--- config.mk ---
export PLATFORM = sky130hd
export DESIGN_NAME = cdc_hs_rx
export DESIGN_NICKNAME = d
export VERILOG_FILES = /design/src/rtl/cdc_hs_rx.sv
export SDC_FILE = /design/constraint.sdc
export NUM_CORES = 1
export LEC_CHECK = 0
export ABC_AREA = 1
export CAP_MARGIN = 20
export CORE_MARGIN = 5
export CORE_UTILIZATION = 45
export CTS_CLUSTER_SIZE = 12
export DETAILED_ROUTE_END_ITERATION = 10
export PLACE_DENSITY = 0.83
export SLEW_MARGIN = 0
export SYNTH_ARGS = -nofsm -noshare
export SYNTH_HDL_FRONTEND = slang
export SYNTH_SLANG_ARGS = --single-unit
--- constraint.sdc ---
create_clock -name clk_dest -period 1.5 [get_ports clk_dest]
set_input_delay 0.225 -clock clk_dest [delete_from_list [all_inputs] [get_ports clk_dest]]
set_output_delay 0.225 -clock clk_dest [all_outputs]
set_load 0.02 [all_outputs]
--- src/rtl/cdc_hs_rx.sv ---
// Destination-side endpoint of a 4-phase req/ack CDC bundle: synchronises the
// request, captures the sender-held word, offers it on valid/ready and returns ack.
module cdc_hs_rx #(
  parameter int DATA_WIDTH    = 8,
  parameter int SYNC_STAGES   = 2,
  parameter int ERR_CNT_WIDTH = 8
) (
  input  logic                     clk_dest,
  input  logic                     rst,
  input  logic [DATA_WIDTH-1:0]    in_data,
  input  logic                     in_req,
  output logic                     in_ack,
  output logic [DATA_WIDTH-1:0]    out_data,
  output logic                     out_valid,
  input  logic                     out_ready,
  output logic                     busy,
  output logic                     err_proto,
  output logic [ERR_CNT_WIDTH-1:0] err_cnt
);

  if (SYNC_STAGES < 2) begin : g_bad_sync_stages
    $error("cdc_hs_rx: SYNC_STAGES must be 2 or more");
  end

  // state | meaning
  // IDLE  | no transfer; waiting for synchronised request
  // VALID | word captured and offered to the consumer; ack still low
  // ACK   | word consumed, ack high; waiting for the request to return to zero
  typedef enum logic [1:0] {S_IDLE, S_VALID, S_ACK} state_t;

  state_t                   r_state;
  state_t                   w_state_nxt;
  logic [SYNC_STAGES-1:0]   r_sync;
  logic                     w_req_s;
  logic                     r_err_seen;
  logic                     w_err_seen_nxt;
  logic                     r_ack;
  logic                     w_ack_nxt;
  logic                     r_valid;
  logic                     w_valid_nxt;
  logic                     r_err;
  logic                     w_err_nxt;
  logic                     w_capture;
  logic                     w_cnt_inc;
  logic [DATA_WIDTH-1:0]    r_data;
  logic [ERR_CNT_WIDTH-1:0] r_err_cnt;

  assign w_req_s = r_sync[SYNC_STAGES-1];

  always_ff @(posedge clk_dest) begin
    if (rst) begin
      r_sync     <= '0;
      r_state    <= S_IDLE;
      r_err_seen <= 1'b0;
      r_ack      <= 1'b0;
      r_valid    <= 1'b0;
      r_err      <= 1'b0;
      r_data     <= '0;
      r_err_cnt  <= '0;
    end else begin
      r_sync     <= {r_sync[SYNC_STAGES-2:0], in_req};
      r_state    <= w_state_nxt;
      r_err_seen <= w_err_seen_nxt;
      r_ack      <= w_ack_nxt;
      r_valid    <= w_valid_nxt;
      r_err      <= w_err_nxt;
      if (w_capture) begin
        r_data <= in_data;
      end
      if (w_cnt_inc && !(&r_err_cnt)) begin
        r_err_cnt <= r_err_cnt + ERR_CNT_WIDTH'(1);
      end
    end
  end

  // A withdrawn request is flagged once per transfer; the word is still delivered
  // but never acknowledged, even if the request reappears before consumption.
  always_comb begin
    w_state_nxt    = r_state;
    w_err_seen_nxt = r_err_seen;
    w_ack_nxt      = r_ack;
    w_valid_nxt    = r_valid;
    w_err_nxt      = 1'b0;
    w_capture      = 1'b0;
    w_cnt_inc      = 1'b0;
    case (r_state)
      S_IDLE: begin
        if (w_req_s) begin
          w_capture      = 1'b1;
          w_valid_nxt    = 1'b1;
          w_err_seen_nxt = 1'b0;
          w_state_nxt    = S_VALID;
        end
      end
      S_VALID: begin
        if (!w_req_s && !r_err_seen) begin
          w_err_nxt      = 1'b1;
          w_cnt_inc      = 1'b1;
          w_err_seen_nxt = 1'b1;
        end
        if (out_ready) begin
          w_valid_nxt = 1'b0;
          if (w_req_s && !r_err_seen) begin
            w_ack_nxt   = 1'b1;
            w_state_nxt = S_ACK;
          end else begin
            w_state_nxt = S_IDLE;
          end
        end
      end
      S_ACK: begin
        if (!w_req_s) begin
          w_ack_nxt   = 1'b0;
          w_state_nxt = S_IDLE;
        end
      end
      default: begin
        w_state_nxt = S_IDLE;
        w_ack_nxt   = 1'b0;
        w_valid_nxt = 1'b0;
      end
    endcase
  end

  assign in_ack    = r_ack;
  assign out_valid = r_valid;
  assign out_data  = r_data;
  assign err_proto = r_err;
  assign err_cnt   = r_err_cnt;
  assign busy      = (r_state != S_IDLE);

endmodule
==> out/qor.csv <==
stage,metric,value,unit
floorplan,core-area,2233,um2
cells_and_area,nNetsFinal,197,
clock_network,clk_latency,0.31,ns
worst_setup_path,cp_slowest_cell,clkdlybuf4s50_1,
cells_and_area,fin_cells,210,
route,wl,2425,um
global_routing,grt_max_degree,17,
run_status,run_status,"complete, no violations",
worst_setup_path,critPathBufInv,1,
place,place_area,1423,um2
worst_setup_path,cp.required,1.27,ns
logic_synthesis,ys_warn_count,0,
cells_and_area,fillers,230,
cells_and_area,syn_to_final_growth,33.73,%
logic_synthesis,syn-instance-count,147,
global_routing,gr-total-overflow,0,
worst_setup_path,crit_family,buffers and inverters,
global_routing,antenna_found_initial,0,
timing,max_slew.worst_pin.slew,0.2313,ns
hold_path,hold_path_class,flip-flop to flip-flop,
timing,slew_viol_final,0,
cells_and_area,diodes,0,
worst_setup_path,path_max_fanout,1,
clock_network,htreeDepth,1,
place,routabilityCongestion,0.8105,
timing,rsz0062_at_grt,false,
timing,finalHoldViolations,0,
worst_setup_path,cp-start-kind,flip-flop,
worst_setup_path,arrival,1.23,ns
clock_network,clk_path_buf_depth,2,
floorplan,rows,17,
timing,fin_crit_sh,97.13,%
worst_setup_path,max_stage_delay,0.59,ns
route,drtAntennaViolNets,0,
power_and_ir_drop,p_per_area,768.7,nW/um2
logic_synthesis,seq_area_frac_synth,45.12,%
worst_setup_path,cp_cell_sequence,clkdlybuf4s50_1,
floorplan,die_h,58.65,um
route,dr_total_vias,1039,
job,max-cap-violations,0,
logic_synthesis,synth.avg_cell_area,7.243,um2
logic_synthesis,synth_largest_area_cell,dfxtp_1,
clock_network,cts_tree,yes,
logic_synthesis,synth_top_area_share,45.12,%
timing,setup_viol,0,
clock_network,cts.sinks,24,
timing,clock_skew,0.002819,ns
global_routing,grt_pass1_wl,4167,um
logic_synthesis,syn_area,1065,um2
worst_setup_path,path_class,flip-flop to primary output,
floorplan,io_pins,32,
timing,setup_slack,0.04311,ns
logic_synthesis,syn_nets,160,
route,wl_per_cell,11.55,um
cells_and_area,utilization,63.75,%
cells_and_area,design_area,1424,um2
power_and_ir_drop,leakage,0.6461,nW
cells_and_area,drive_above_1_share,11.54,%
global_routing,track_usage,15.20,%
cells_and_area,final_cell_mix,"nor2_1 (37), dfxtp_1 (23), nand2_1 (19), dlygate4sd2_1 (18), inv_1 (15)",
floorplan,die-area,3439,um2
place,hpwlAfterDp,1884,um
logic_synthesis,yosys.cell_types.count,18,
clock_network,clk_pin_slew,0.12,ns
timing,period_minus_slack,1.457,ns
route,drt-initial-drc-count,22,
logic_synthesis,netlist_top_cells_area,"dfxtp_1 (45%), nor2_1 (13%), nand2_1 (6.7%)",
route,first_pass_iters,4,
floorplan,die_w,58.65,um
timing,max_freq,686.4,MHz
clock_network,cts_buffers,3,
timing,setup_tns,0,ns
clock_network,cts-root-buf,clkbuf_4,
power_and_ir_drop,power,1.095,mW
cells_and_area,mostFrequentLayoutCell,nor2_1,
place,port_buffers,31,
route,drc,0,
floorplan,initial_core_util,47.68,%
timing,hold_slack,0.4196,ns
global_routing,grt_pass1_vias,1017,
route,avgViaCountPerCell,4.948,
worst_setup_path,cp-end-kind,primary output,
logic_synthesis,ys_ff_latch,24,
timing,max_slew_margin,84.64,%
power_and_ir_drop,worst_ir_drop_vdd,0.6126,mV
place,preCtsSetupSlack,0.1049,ns
place,dpl.cell_count,207,
clock_network,ctsHoldBuffers,0,
==> worst paths after layout <==
path,slack [ns],cells past startpoint,endpoint,from
max,0.04,1,err_proto,err_proto
min,0.42,2,r_sync[1],r_sync[0]
max reg2reg,0.15,8,err_cnt[4],err_cnt[0]
min reg2reg,0.42,2,r_sync[1],r_sync[0]
==> cell type report <==
type	count	area, um2	share of cell area [%]
Multi-Input combinational cell	103	506.7	35.59
Sequential cell	24	481.7	33.83
Timing Repair Buffer	34	310.3	21.79
Inverter	18	67.56	4.745
Tap cell	28	35.03	2.460
Clock buffer	3	22.52	1.582
==> sequential cells by signal, indices dropped and copies added, names as in the netlist <==
signal / flops
out_valid: 1
err_cnt: 8
r_err_seen: 1
out_data: 8
err_proto: 1
in_ack: 1
r_sync: 2
r_state: 2
==> cell families after synthesis <==
| kind of cell | share of synthesized area, % |
|---|---|
| compound gates | 12.69 |
| buf+inv | 7.285 |
| simple gates | 33.72 |
| fa+ha+maj | 1.175 |
| flops | 45.12 |
==> layer usage <==
metal	wire length, um	track usage (%)	vias up
met1	1004	16.17	468
met4	36	3.883	0
met5	0	0	-
met2	1192	28.39	32
li1	-	-	535
met3	192	5.263	4
==> power by group <==
group / internal, mW / switching, mW / total [mW]
registers: 0.658 / 0.0130 / 0.671
logic: 0.0635 / 0.0762 / 0.140
clock network: 0.0940 / 0.190 / 0.284
==> synthesized netlist by cell type <==
master,instances
nand2_1,19
dfxtp_1,24
o21bai_1,1
a21oi_1,8
nand3_1,10
nand4_1,1
inv_1,15
o21ai_1,1
nor2_1,37
nand3_4,1
buf_2,2
ha_1,1
nor3_1,1
nand2_2,4
nor2_4,4
inv_2,3
a21oi_2,2
o21ai_0,13
==> repair_timing <==
item                                   CTS  global route
resized for setup                       19             2
endpoints found under the hold margin    0             0
buffers inserted                         0             0
setup endpoints to repair               19             1
Note: power is estimated with default switching activity, not from simulation.
